### src/rtl/fetch_if.sv
// Fetch-stage bundle: hazard/redirect controls, instruction memory port and IF/ID outputs.
// master is the fetch stage; slave is the surrounding pipeline and memory.
interface fetch_if;
    logic        stall;
    logic        flush;
    logic        branch_taken;
    logic [31:0] branch_target;
    logic [31:0] imem_addr;
    logic [31:0] imem_rdata;
    logic [31:0] instr_d;
    logic [31:0] pc_d;
    logic [31:0] pc_plus1_d;
    logic        valid_d;
    logic        fault;
    logic [31:0] fetch_count;

    modport master (
        input  stall, flush, branch_taken, branch_target, imem_rdata,
        output imem_addr, instr_d, pc_d, pc_plus1_d, valid_d, fault, fetch_count
    );

    modport slave (
        output stall, flush, branch_taken, branch_target, imem_rdata,
        input  imem_addr, instr_d, pc_d, pc_plus1_d, valid_d, fault, fetch_count
    );
endinterface

### src/rtl/fetch_stage.sv
// Instruction-fetch stage: word-addressed PC, IF/ID register, stall/flush/redirect handling
// and a sticky halt when the PC leaves the instruction segment.
module fetch_stage #(
    parameter int unsigned IMEM_DEPTH = 32,
    parameter logic [31:0] RESET_PC   = 32'd0
) (
    input  logic   clk,
    input  logic   rst_n,
    fetch_if.master bus
);
    typedef enum logic [0:0] {StFetch, StHalted} state_e;

    state_e      state_q;
    logic [31:0] pc_q;
    logic [31:0] instr_q;
    logic [31:0] pc_d_q;
    logic [31:0] pc_plus1_q;
    logic        valid_q;
    logic        fault_q;
    logic [31:0] count_q;
    logic        pc_out_of_range;

    assign pc_out_of_range = (pc_q >= IMEM_DEPTH);

    always_ff @(posedge clk or negedge rst_n) begin
        if (!rst_n) begin
            state_q    <= StFetch;
            pc_q       <= RESET_PC;
            instr_q    <= '0;
            pc_d_q     <= '0;
            pc_plus1_q <= '0;
            valid_q    <= 1'b0;
            fault_q    <= 1'b0;
            count_q    <= '0;
        end else begin
            unique case (state_q)
                StFetch: begin
                    if (bus.branch_taken) begin
                        // Redirect wins over stall and flush; target is range-checked on fetch.
                        pc_q       <= bus.branch_target;
                        instr_q    <= '0;
                        pc_d_q     <= '0;
                        pc_plus1_q <= '0;
                        valid_q    <= 1'b0;
                    end else if (pc_out_of_range && !bus.stall) begin
                        state_q    <= StHalted;
                        fault_q    <= 1'b1;
                        instr_q    <= '0;
                        pc_d_q     <= '0;
                        pc_plus1_q <= '0;
                        valid_q    <= 1'b0;
                    end else if (bus.flush) begin
                        instr_q    <= '0;
                        pc_d_q     <= '0;
                        pc_plus1_q <= '0;
                        valid_q    <= 1'b0;
                        if (!bus.stall) begin
                            pc_q <= pc_q + 32'd1;
                        end
                    end else if (!bus.stall) begin
                        instr_q    <= bus.imem_rdata;
                        pc_d_q     <= pc_q;
                        pc_plus1_q <= pc_q + 32'd1;
                        valid_q    <= 1'b1;
                        pc_q       <= pc_q + 32'd1;
                        count_q    <= count_q + 32'd1;
                    end
                end
                StHalted: begin
                    // Only reset leaves this state.
                end
                default: state_q <= StHalted;
            endcase
        end
    end

    assign bus.imem_addr   = (state_q == StFetch) ? pc_q : 32'd0;
    assign bus.instr_d     = instr_q;
    assign bus.pc_d        = pc_d_q;
    assign bus.pc_plus1_d  = pc_plus1_q;
    assign bus.valid_d     = valid_q;
    assign bus.fault       = fault_q;
    assign bus.fetch_count = count_q;
endmodule
### src/flat_wrapper.sv
// flat-port wrapper written by rule: the top's interface ports become plain ports
module fetch_stage_flat 
#(
    parameter int unsigned IMEM_DEPTH = 32,
    parameter logic [31:0] RESET_PC   = 32'd0
)
  (clk, rst_n, bus_stall, bus_flush, bus_branch_taken, bus_branch_target, bus_imem_rdata, bus_imem_addr, bus_instr_d, bus_pc_d, bus_pc_plus1_d, bus_valid_d, bus_fault, bus_fetch_count);
  fetch_if bus_i ();
  input  logic clk;
  input  logic rst_n;
  input wire logic [$bits(bus_i.stall)-1:0] bus_stall;
  input wire logic [$bits(bus_i.flush)-1:0] bus_flush;
  input wire logic [$bits(bus_i.branch_taken)-1:0] bus_branch_taken;
  input wire logic [$bits(bus_i.branch_target)-1:0] bus_branch_target;
  input wire logic [$bits(bus_i.imem_rdata)-1:0] bus_imem_rdata;
  output wire logic [$bits(bus_i.imem_addr)-1:0] bus_imem_addr;
  output wire logic [$bits(bus_i.instr_d)-1:0] bus_instr_d;
  output wire logic [$bits(bus_i.pc_d)-1:0] bus_pc_d;
  output wire logic [$bits(bus_i.pc_plus1_d)-1:0] bus_pc_plus1_d;
  output wire logic [$bits(bus_i.valid_d)-1:0] bus_valid_d;
  output wire logic [$bits(bus_i.fault)-1:0] bus_fault;
  output wire logic [$bits(bus_i.fetch_count)-1:0] bus_fetch_count;
  assign bus_i.stall = bus_stall;
  assign bus_i.flush = bus_flush;
  assign bus_i.branch_taken = bus_branch_taken;
  assign bus_i.branch_target = bus_branch_target;
  assign bus_i.imem_rdata = bus_imem_rdata;
  assign bus_imem_addr = bus_i.imem_addr;
  assign bus_instr_d = bus_i.instr_d;
  assign bus_pc_d = bus_i.pc_d;
  assign bus_pc_plus1_d = bus_i.pc_plus1_d;
  assign bus_valid_d = bus_i.valid_d;
  assign bus_fault = bus_i.fault;
  assign bus_fetch_count = bus_i.fetch_count;
  fetch_stage #(.IMEM_DEPTH(IMEM_DEPTH), .RESET_PC(RESET_PC)) u_core (.clk(clk), .rst_n(rst_n), .bus(bus_i));
endmodule
### config.mk
export PLATFORM = sky130hd
export DESIGN_NAME = fetch_stage_flat
export DESIGN_NICKNAME = d
export VERILOG_FILES = /design/src/rtl/fetch_if.sv /design/src/rtl/fetch_stage.sv /design/src/flat_wrapper.sv
export SDC_FILE = /design/constraint.sdc
export NUM_CORES = 1
export LEC_CHECK = 0
export ABC_AREA = 1
export BUFFER_PORTS_ARGS = -buffer_cell sky130_fd_sc_hd__clkbuf_2
export CAP_MARGIN = 10
export CORE_UTILIZATION = 53
export DETAILED_ROUTE_END_ITERATION = 10
export PLACE_DENSITY_LB_ADDON = 0.15
export SKIP_LAST_GASP = 1
export SLEW_MARGIN = 20
export SYNTH_ARGS = -nofsm -noshare
export SYNTH_HDL_FRONTEND = slang
export SYNTH_SLANG_ARGS = --single-unit
### constraint.sdc
create_clock -name clk -period 2.25 [get_ports clk]
set_clock_uncertainty 0.2 [all_clocks]
set_input_delay 0.5625 -clock clk [delete_from_list [all_inputs] [get_ports clk]]
set_output_delay 0.5625 -clock clk [all_outputs]
set_load 0.05 [all_outputs]
* Word-level counts from Yosys, hierarchy flattened
Cells that the tools add are included.
** Storage, ports and cells
- Flip-flop bits (word level) :: 163
- Bits of input ports :: 69
- Output and inout bits :: 162
** Cells by class
- Add/sub/neg operators :: 2
- Magnitude comparators :: 1
- Eq/ne operators :: 3
- Muxes and demuxes :: 22
- Bitwise gates (word level) :: 5
- Reductions and logical operators :: 6
** Operator list (count)
- $mux W32 :: 15
- $add A32 B1 Y32 const B :: 2
- $ge A32 B6 Y1 const B :: 1
- $mux W1 :: 7
- $reduce_and A3 Y1 :: 2
- $not A1 Y1 :: 5
- $reduce_and A5 Y1 :: 1
- $ne A4 B1 Y1 const B :: 1
- $ne A2 B1 Y1 const B :: 1
- $ne A2 B2 Y1 const B :: 1
- $reduce_and A2 Y1 :: 1
- $logic_and A1 B1 Y1 :: 1
- $logic_not A1 Y1 :: 1

* Depth between registers and ports, before layout
Gate-level depths: netlist of run 1.
- Depth after elaboration :: 5
- Depth in mapped cells :: 11
- Gate-level depth less buffers :: 11

* Worst setup path before layout of run 1
OpenSTA, ideal clock, no wires.
- Kind :: flip-flop to output port
- Start point :: register u_core.state_q
- End point :: output bus_imem_addr[10]
- Arrival :: 1.396 ns
- Required time :: 1.487 ns
- Path slack :: 0.091 ns
- Cell stages (with the launch flop) :: 4
- Buffers on the path :: 2
- Cell sequence :: dfrtp_1 -> clkbuf_1 -> clkbuf_1 -> nor2_1
** Between the ends
- Cells in the longest elaborated chain, start to end :: 1
** RTL lines
- start: declaration :: line fetch_stage.sv:13 : state_e state_q;
- start signal: assignment :: line fetch_stage.sv:27 : state_q <= StFetch;
- start signal: assignment :: line fetch_stage.sv:46 : state_q <= StHalted;
- start signal: assignment :: line fetch_stage.sv:72 : default: state_q <= StHalted;
- $mux W32 :: line fetch_stage.sv:77 : assign bus.imem_addr = (state_q == StFetch) ? pc_q : 32'd0;
- end: declaration :: line flat_wrapper.sv:16 : output wire logic [$bits(bus_i.imem_addr)-1:0] bus_imem_addr;
Every way passes these cells.

* Worst setup path in the final report of run 1
- Start point :: register u_core.state_q
- End point :: output bus_imem_addr[27]
Same word-level chain as after synthesis.

==> metrics.md, run 1 <==
| Metric | Value |
|---|---|
| Status | `completed` |
| Buffers on Ports | `230` |
| Syn avg cell area | `7.339 sq um` |
| Final Non-Filler Cells | `1543` |
| Mapped Nets | `1180` |
| Unrepaired setup endpoints after global routing | `true` |
| Hold WC Path Type | `in2reg` |
| Largest family of logic cells by synthesized area | `simple AND/OR/NAND/NOR gates` |
| Critical path class | `reg2out` |
| Synth top area share | `50.16%` |
| Antenna fix cells | `0` |
| Clock Tree Root | `clkbuf_16` |
| Seq cells post-synth | `163` |
| H-tree depth | `4` |
| DP Cell Count | `1512` |
| Clk slew on worst S/H paths | `0.07 ns` |
| Vias in the first global route | `7278` |
| GR Util All Layers | `28.25%` |
| Drt pass-1 iters | `6` |
| CTS Buf Count | `17` |
| Die X-Extent | `125.9 um` |
| Full die area | `0.01584 sq mm` |
| Final Hold Violating Endpoints | `0` |
| Vias per cell | `4.962` |
| Maxcap violations | `0` |
| Die H | `125.9 um` |
| Total gr overflow | `0` |
| First-pass GRT wire length | `35290 um` |
| Share of cells above drive strength 1 | `23.33%` |
| Max-slew violations | `0` |
| Longest Clk Path Bufs | `2` |
| Synth area leaders | `dfrtp_1, nand2_1, nor2_1` |
| Largest net degree at the start of global routing | `53` |
| Adder-cell area share of the yosys netlist | `0.4616%` |
| Distinct cell type count after synthesis | `28` |
| CTS tree | `done` |
| Post-synthesis sequential area ratio | `50.16%` |
| Cell Pwr Density | `621.0 mW/mm^2` |
| Initial cell density of the core | `55.11%` |
| Mux cell area share after synthesis | `0%` |
| Tcrit/Tclk final | `98.96%` |
| Period minus WS final | `2.226 ns` |
| Peak VDD IR | `0.5555 mV` |
| Placement Rows | `44` |
| Fill cell count | `1243` |
| Clock latency at the later pin of the worst-skew pair | `0.43 ns` |
| Max FO, Critical Path | `8` |
| Mapped Area | `0.008132 sq mm` |
| Wire per inst | `14.03 um` |
| Synth warn | `0` |
| Synth area leader | `dfrtp_1` |
| Clk sinks | `163` |
| Endpoint class of the critical path | `output port` |
| Routability cong. | `0.9631` |
| Leading cell type in the layout, fill and taps excluded | `nand2_1` |
| Synth Area in Compound Gates | `6.632%` |
| Final setup TNS | `0 ns` |
| HPWL Detailed | `15930 um` |
| Slew @ Worst Pin | `0.4781 ns` |
| Peak Freq | `449.1 MHz` |
| Worst EP required | `1.49 ns` |
| LEAKAGE | `5.560 nW` |
| Drt first-iter violations | `531` |
| Post-route DRC violation count | `0` |
| Setup crit start kind | `flip-flop` |
| Worst rel slew slack | `68.09%` |
| Core area | `0.01475 sq mm` |
| Post-Synth Simple-Gate Area | `29.76%` |
| Antenna Nets Post-Route | `0` |
| Nets | `1420` |
| Initial antenna violation count | `0` |
| Mapped Cells | `1108` |
| Final wirelength | `21650 um` |
| Vias after detailed routing | `7656` |
| Most frequent cells in the layout | `nand2_1, clkbuf_2, nor2_1` |
| Setup violators final | `0` |
| Crit path DAT | `1.46 ns` |
| Io pins | `231` |
| Synth Area in XOR/XNOR | `2.908%` |
| Layout Area Growth over Synthesis | `27.43%` |
-- repair_timing --
action | CTS | global route
hold endpoints to repair | 42 | 0
gates resized for setup | 28 | 35
setup buffers | 0 | 0
hold buffers | 1 | 0
gates cloned | 0 | 0
setup endpoints to repair | 31 | 30
-- per-layer routing --
metal	GRT usage, %	vias up	wire (um)	part of all wire [%]
li1	-	3823	-	-
met1	35.22	3512	9139	42
met2	48.59	270	10660	49
met3	5.055	51	1246	5.8
met4	11.76	0	602	2.8
met5	0	-	0	0
-- sequential cells by signal, summed over array words and instances (netlist names) --
register / count
u_core.pc_q: 32
u_core.bus.fault: 1
u_core.bus.pc_plus1_d: 32
u_core.bus.instr_d: 32
u_core.bus.fetch_count: 32
u_core.bus.pc_d: 32
u_core.bus.valid_d: 1
u_core.state_q: 1
-- kinds of logic (layout without fill, tap and decap cells) --
family	after synthesis	count (layout)
xor+xnor	27	27
simple gates	602	602
buf+inv	209	460
compound gates	104	104
fa+ha+maj	3	3
flops	163	163
-- report_power, final --
part	internal (W)	switching (W)	total (W)	leakage, nW
sequential	0.00300	0.0000361	0.00303	2.05
clock	0.00155	0.00127	0.00283	0.273
combinational	0.000150	0.000424	0.000574	3.23
total	0.00470	0.00173	0.00644	5.56
-- through the flow --
step	util [%]	total power, W	setup WS, ns	cell area [sq um]	hold WS [ns]
3_5_place_dp	65.38	0.003664	0.1654	9647	0.2690
4_1_cts	69.88	0.006485	-0.007500	10310	0.1335
2_1_floorplan	-	0.003422	0.09101	8132	0.06691
6_report	70.23	0.006435	0.02351	10360	0.1411
5_1_grt	70.23	0.006651	-0.04173	10360	0.1405
3_3_place_gp	65.38	0.003655	0.2724	9647	0.2797
-- cell usage after synthesis, drive strengths merged --
library cell and number:
a21oi 1, ha 3, a21boi 2, nor3 7, inv 172, nand3b 5
nand2 339, clkbuf 18, dfrtp 163, o21ai 91, buf 19, or2 9
nor2 192, xnor2 4, nand4 1, o22ai 9, nand3 49, xor2 23
o21bai 1
-- path summary, 6_finish.rpt --
| kind | slack [ns] | depth (start not counted) | to | from |
|---|---|---|---|---|
| max | 0.02 | 3 | bus_imem_addr[27] | u_core.state_q$_DFF_PN0_ |
| min | 0.14 | 3 | u_core.bus.instr_d[12]$_DFFE_PN0P_ | bus_imem_rdata[12] |
| max reg2reg | 0.18 | 10 | u_core.bus.instr_d[24]$_DFFE_PN0P_ | u_core.pc_q[31]$_DFFE_PN0P_ |
| min reg2reg | 0.29 | 2 | u_core.bus.pc_plus1_d[21]$_DFFE_PN0P_ | u_core.bus.pc_plus1_d[21]$_DFFE_PN0P_ |
| max in group asynchronous | 0.81 | 3 | u_core.bus.pc_d[11]$_DFFE_PN0P_ | rst_n |
| min in group asynchronous | 0.43 | 2 | u_core.bus.fetch_count[17]$_DFFE_PN0P_ | rst_n |
-- critical path, stage by stage, from the launching register on --
cell and delay, ns:
dfrtp_2 0.46, buf_4 0.19, nor2_1 0.19, buf_6 0.19
-- layout make-up --
type	instances	area [sq um]	area share (%)
clock buffer	17	425.4	4.105
clock inverter	13	140.1	1.352
inverter	172	645.6	6.230
multi-input combinational	736	3247	31.33
sequential	163	4080	39.37
tap	184	230.2	2.222
timing repair buffer	258	1594	15.38
Note: power is estimated with default switching activity, not from simulation.
==> run 2, diff against run 1 <==
--- a/config.mk
+++ b/config.mk
@@ -9,5 +9,5 @@
 export BUFFER_PORTS_ARGS = -buffer_cell sky130_fd_sc_hd__clkbuf_2
-export CAP_MARGIN = 10
 export CORE_UTILIZATION = 53
 export DETAILED_ROUTE_END_ITERATION = 10
+export MAX_ROUTING_LAYER = met4
 export PLACE_DENSITY_LB_ADDON = 0.15
==> constraint.sdc (replaced) <==
create_clock -name clk -period 2.25 [get_ports clk]
set_clock_uncertainty 0.2 [all_clocks]
set_input_delay 0.1125 -clock clk [delete_from_list [all_inputs] [get_ports clk]]
set_output_delay 0.1125 -clock clk [all_outputs]
set_load 0.05 [all_outputs]
==> run 2 against run 1 <==
Effect of this change:
- flip-flop and latch count stayed put
- wire length up 7.5%
- total power grew 4.6%
- combinational power increased by 17%
- final cell count grew 4.6%
- die area stayed put
- clock power rose by 7.1%
- worst setup slack improved by 0.13 ns
- hold slack lost 0.11 ns
- clock-buffer cell count unchanged
- critical path type is now reg2reg
- largest cell class unchanged
==> metrics.md, run 2 (synthesis results as in run 1) <==
| Metric | Value |
|---|---|
| Most frequent cells in the layout | `nand2_1, clkbuf_2, nor2_1` |
| Antenna Nets Post-Route | `0` |
| Final setup TNS | `0 ns` |
| Critical path class | `reg2reg` |
| Layout Area Growth over Synthesis | `35.10%` |
| Register-to-register setup slack | `0.16 ns` |
| Worst rel slew slack | `46.82%` |
| Final Hold Violating Endpoints | `0` |
| Clk sinks | `163` |
| NetSw | `0.001893 W` |
| Crit path DAT | `2.27 ns` |
| Sw frac | `28.11%` |
| Unrepaired setup endpoints after global routing | `true` |
| Drt pass-1 iters | `5` |
| Longest Clk Path Bufs | `2` |
| Share of cells above drive strength 1 | `22.10%` |
| H-tree depth | `4` |
| Crit-path cells | `inv_2 -> nand2_1 -> nor2_1 -> nand2_1 -> nor2_2 -> nand3_4 -> nor2_8 -> buf_12 -> buf_4 -> nand3_2 -> nand2_1` |
| Clk slew on worst S/H paths | `0.07 ns` |
| Post-route DRC violation count | `0` |
| DP Cell Count | `1507` |
| Setup crit start kind | `flip-flop` |
| Hold WC Path Type | `in2async` |
| Core area | `0.01475 sq mm` |
| Peak Freq | `478.1 MHz` |
| Initial antenna violation count | `0` |
| First-pass GRT wire length | `38450 um` |
| Max-slew violations | `0` |
| Maxcap violations | `0` |
| Peak VDD IR | `0.5167 mV` |
| Slowest CP cell | `dfrtp_1` |
| Buffers on Ports | `230` |
| Flop pwr share | `45.0%` |
| Full die area | `0.01584 sq mm` |
| Vias after detailed routing | `8121` |
| Setup violators final | `0` |
| HPWL Detailed | `15690 um` |
| Die H | `125.9 um` |
| Io pins | `231` |
| Endpoint class of the critical path | `flip-flop` |
| Die X-Extent | `125.9 um` |
| Cell Pwr Density | `613.0 mW/mm^2` |
| Slew @ Worst Pin | `0.7969 ns` |
| Placement Rows | `44` |
| Worst path max stage delay | `0.44 ns` |
| Vias per cell | `5.032` |
| Final wirelength | `23280 um` |
| CTS tree | `done` |
| Internal power | `0.004841 W` |
| Nets | `1489` |
| Final Non-Filler Cells | `1614` |
| Largest net degree at the start of global routing | `98` |
| Initial cell density of the core | `55.11%` |
| Routability cong. | `0.9433` |
| Leading cell type in the layout, fill and taps excluded | `nand2_1` |
| Clock latency at the later pin of the worst-skew pair | `0.43 ns` |
| Clock Tree Root | `clkbuf_16` |
| Vias in the first global route | `7942` |
| Largest delay share family, worst path | `simple AND/OR/NAND/NOR gates` |
| Tcrit/Tclk final | `92.97%` |
| Worst Path Buf+Inv | `3` |
| Total gr overflow | `0` |
| Worst EP required | `2.42 ns` |
| Antenna fix cells | `0` |
| GR Util All Layers | `31.78%` |
| LEAKAGE | `5.838 nW` |
| Most numerous cell on the critical path | `nand2_1` |
| CTS Buf Count | `17` |
| Max FO, Critical Path | `7` |
| Drt first-iter violations | `615` |
| Status | `completed` |
| Wire per inst | `14.42 um` |
| Period minus WS final | `2.092 ns` |
| Clock share of power | `45.0%` |
| Logic pwr share | `10.0%` |
[run 2: cell types whose count changed in the layout (fill, tap and decap cells not counted), moves of 2 or more]
cell,change
dlygate4sd3_1,+71
clkbuf_2,+32
clkbuf_4,-17
buf_6,-7
clkinv_8,+7
clkbuf_8,-5
inv_6,-4
buf_2,-2
buf_4,-2
[run 2: what timing repair did]
item | in CTS | in global routing
setup endpoints to repair | 0 | 3
setup buffers | 0 | 3
resized for setup | 0 | 2
endpoints found under the hold margin | 230 | 0
hold buffers | 72 | 0
[run 2: worst paths after layout]
| check | startpoint | to | cells after the start |
|---|---|---|---|
| max in group asynchronous | rst_n | u_core.state_q$_DFF_PN0_ | 3 |
| min | rst_n | u_core.bus.fetch_count[0]$_DFFE_PN0P_ | 2 |
| min reg2reg | u_core.bus.pc_plus1_d[26]$_DFFE_PN0P_ | u_core.bus.pc_plus1_d[26]$_DFFE_PN0P_ | 2 |
| max reg2reg | u_core.pc_q[29]$_DFFE_PN0P_ | u_core.bus.fetch_count[16]$_DFFE_PN0P_ | 11 |
| min in group clk | bus_branch_taken | u_core.pc_q[23]$_DFFE_PN0P_ | 5 |
| max | u_core.pc_q[29]$_DFFE_PN0P_ | u_core.bus.fetch_count[16]$_DFFE_PN0P_ | 11 |
[run 2: through the flow]
| stage | setup slack (ns) | cell area, sq um | total power [W] | util (%) | hold WS (ns) |
|---|---|---|---|---|---|
| after floorplan | 0.1902 | 8132 | 0.003422 | - | -0.3831 |
| after global routing | -0.01201 | 10990 | 0.006955 | 74.46 | 0.07711 |
| after detailed placement | 0.2131 | 9584 | 0.003656 | 64.96 | -0.06202 |
| after global placement | 0.2591 | 9584 | 0.003648 | 64.96 | -0.06622 |
| after CTS | 0.1434 | 10940 | 0.006773 | 74.18 | 0.01303 |
| final | 0.1582 | 10990 | 0.006734 | 74.46 | 0.02944 |
[run 2: final cells by class]
| cell class | instances | area (sq um) |
|---|---|---|
| Clock buffer | 17 | 425.4 |
| Timing Repair Buffer | 327 | 2145 |
| Tap cell | 184 | 230.2 |
| Inverter | 172 | 645.6 |
| Sequential cell | 163 | 4079 |
| Clock inverter | 15 | 214.0 |
| Multi-Input combinational cell | 736 | 3247 |
| Fill cell | 1149 | 3769 |
[run 2: power groups by stage]
stage          clock, W  sequential [W]  combinational (W)
6_report        0.00303         0.00303           0.000672
2_1_floorplan         0         0.00333          0.0000930
4_1_cts         0.00307         0.00303           0.000669
5_1_grt         0.00319         0.00304           0.000722
3_3_place_gp          0         0.00308           0.000564
3_5_place_dp          0         0.00309           0.000569
[run 2: routing by layer]
| layer | vias to the layer above | global-route usage [%] | part of all wire (%) |
|---|---|---|---|
| li1 | 3965 | - | - |
| met1 | 3772 | 37.36 | 40 |
| met2 | 321 | 53.69 | 51 |
| met3 | 63 | 5.650 | 5.4 |
| met4 | 0 | 13.82 | 3.4 |
| met5 | - | - | 0 |
==> run 3, diff against run 2 <==
==> constraint.sdc (replaced) <==
create_clock -name clk -period 2.25 [get_ports clk]
set_clock_uncertainty 0.2 [all_clocks]
set_input_delay 0.3375 -clock clk [delete_from_list [all_inputs] [get_ports clk]]
set_output_delay 0.3375 -clock clk [all_outputs]
set_load 0.05 [all_outputs]
==> run 3 against run 2 <==
Effect of this change:
- final cell count fell by 2.8%
- sequential power barely moved
- non-clock buffer count fell by 45
- largest power group unchanged
- register-to-register slack improved by 0.03 ns
- clock-buffer cell count did not move
- clock power fell by 2%
- first-iteration DRC count fell by 25%
- fmax fell by 0.20%
- critical endpoint is now bus_imem_addr[14]
==> metrics.md, run 3 (synthesis results as in run 1) <==
| Metric | Value |
|---|---|
| CTS Buf Count | `17` |
| Setup crit start kind | `flip-flop` |
| Total gr overflow | `0` |
| Internal power | `0.004779 W` |
| H-tree depth | `4` |
| Slowest CP cell | `dfrtp_1` |
| Setup violators final | `0` |
| Cell Pwr Density | `628.8 mW/mm^2` |
| Peak Freq | `477.1 MHz` |
| NetSw | `0.001832 W` |
| Critical path class | `reg2out` |
| Post-CTS sizing | `0` |
| Placement Rows | `44` |
| Final setup TNS | `0 ns` |
| Longest Clk Path Bufs | `2` |
| Setup ws final | `0.1540 ns` |
| Worst rel slew slack | `65.80%` |
| Layout Area Growth over Synthesis | `29.28%` |
| Full die area | `0.01584 sq mm` |
| Die X-Extent | `125.9 um` |
| Final wirelength | `22410 um` |
| Endpoint class of the critical path | `output port` |
| Hold WC Path Type | `in2reg` |
| Launch point of the critical path | `u_core.state_q$_DFF_PN0_` |
| CTS tree | `done` |
| Die H | `125.9 um` |
| LEAKAGE | `5.650 nW` |
| Crit-path cells | `buf_4 -> nor2_1 -> clkbuf_2` |
| HP Start | `bus_branch_target[5]` |
| Drt first-iter violations | `459` |
| Unrepaired setup endpoints after global routing | `false` |
| Worst path max stage delay | `0.40 ns` |
| Final Hold Violating Endpoints | `0` |
| Slew @ Worst Pin | `0.5130 ns` |
| Pre-CTS setup slack | `0.1966 ns` |
| Crit path DAT | `1.56 ns` |
| Tcrit/Tclk final | `93.16%` |
| Initial cell density of the core | `55.11%` |
| Final Non-Filler Cells | `1569` |
| Routability cong. | `0.9645` |
| R2R Path Start | `u_core.pc_q[30]$_DFFE_PN0P_` |
| Clock Tree Root | `clkbuf_16` |
| Logic pwr share | `9.3%` |
| DP Cell Count | `1504` |
| Setup bufs post-CTS | `0` |
| HPWL Detailed | `15910 um` |
| Flop pwr share | `45.9%` |
| Drt pass-1 iters | `7` |
| Most frequent cells in the layout | `nand2_1, clkbuf_2, nor2_1` |
| Vias in the first global route | `7436` |
| Share of cells above drive strength 1 | `22.31%` |
| Hold Buf Count CTS | `33` |
| Fin util | `71.25%` |
| Peak VDD IR | `0.5301 mV` |
| Worst EP required | `1.71 ns` |
| Hold path depth | `5` |
| Max FO, Critical Path | `26` |
| Maxcap violations | `0` |
| Largest net degree at the start of global routing | `83` |
| Vias after detailed routing | `7857` |
| Io pins | `231` |
| Clk sinks | `163` |
| Clock latency at the later pin of the worst-skew pair | `0.44 ns` |
| Initial antenna violation count | `0` |
| Buffers on Ports | `230` |
| First-pass GRT wire length | `36620 um` |
| Antenna fix cells | `0` |
| Vias per cell | `5.008` |
| Max-slew violations | `0` |
| Core area | `0.01475 sq mm` |
| GR Util All Layers | `30.32%` |
| Antenna Nets Post-Route | `0` |
| Post-route DRC violation count | `0` |
| Period minus WS final | `2.096 ns` |
| Leading cell type in the layout, fill and taps excluded | `nand2_1` |
| R2R depth | `10` |
| Sw frac | `27.71%` |
| Nets | `1444` |
| Clk slew on worst S/H paths | `0.07 ns` |
| Wire per inst | `14.28 um` |
| Status | `completed` |
| Clock share of power | `44.8%` |
==> run 3: final timing paths <==
path	end	slack, ns
max	bus_imem_addr[14]	0.15
min	u_core.pc_q[5]$_DFFE_PN0P_	0.01
max reg2reg	u_core.bus.instr_d[20]$_DFFE_PN0P_	0.19
min reg2reg	u_core.bus.pc_d[7]$_DFFE_PN0P_	0.29
max in group asynchronous	u_core.bus.pc_d[11]$_DFFE_PN0P_	0.99
min in group asynchronous	u_core.bus.fetch_count[7]$_DFFE_PN0P_	0.24
==> run 3: routing by layer <==
| layer | share of wire [%] | global-route usage [%] |
|---|---|---|
| met1 | 42 | 37.17 |
| met2 | 48 | 49.54 |
| met3 | 5.5 | 4.376 |
| met4 | 4.2 | 14.74 |
| met5 | 0 | - |
==> run 3: layout make-up <==
class	instances	area, sq um
inverters	172	645.6
repair buffers	282	1705
clock inverters	15	182.7
clock buffers	17	425.4
fillers	1254	4242
flip-flops and latches	163	4079
multi-input cells	736	3244
well taps	184	230.2
==> run 3: metrics by stage <==
| stage | cell area, sq um | total power [W] | hold slack (ns) |
|---|---|---|---|
| 6_report | 10510 | 0.006611 | 0.01043 |
| 5_1_grt | 10510 | 0.006818 | 0.02585 |
| 4_1_cts | 10510 | 0.006637 | 0.002848 |
| 3_5_place_dp | 9574 | 0.003659 | 0.1325 |
| 3_3_place_gp | 9574 | 0.003650 | 0.1277 |
| 2_1_floorplan | 8132 | 0.003422 | -0.1581 |
==> run 3: power groups by stage <==
stage,Sequential [W],Clock [W],Combinational (W)
5_1_grt,0.00304,0.00312,0.000661
3_5_place_dp,0.00309,0,0.000571
4_1_cts,0.00303,0.00299,0.000619
6_report,0.00303,0.00296,0.000617
2_1_floorplan,0.00333,0,0.0000930
3_3_place_gp,0.00308,0,0.000566
==> run 3: critical path, delay by kind of cell (launching register included) <==
kind                   cells  cell delay, ns
DFF                        1            0.40
and+or+nand+nor            1            0.19
buffers and inverters      2            0.54
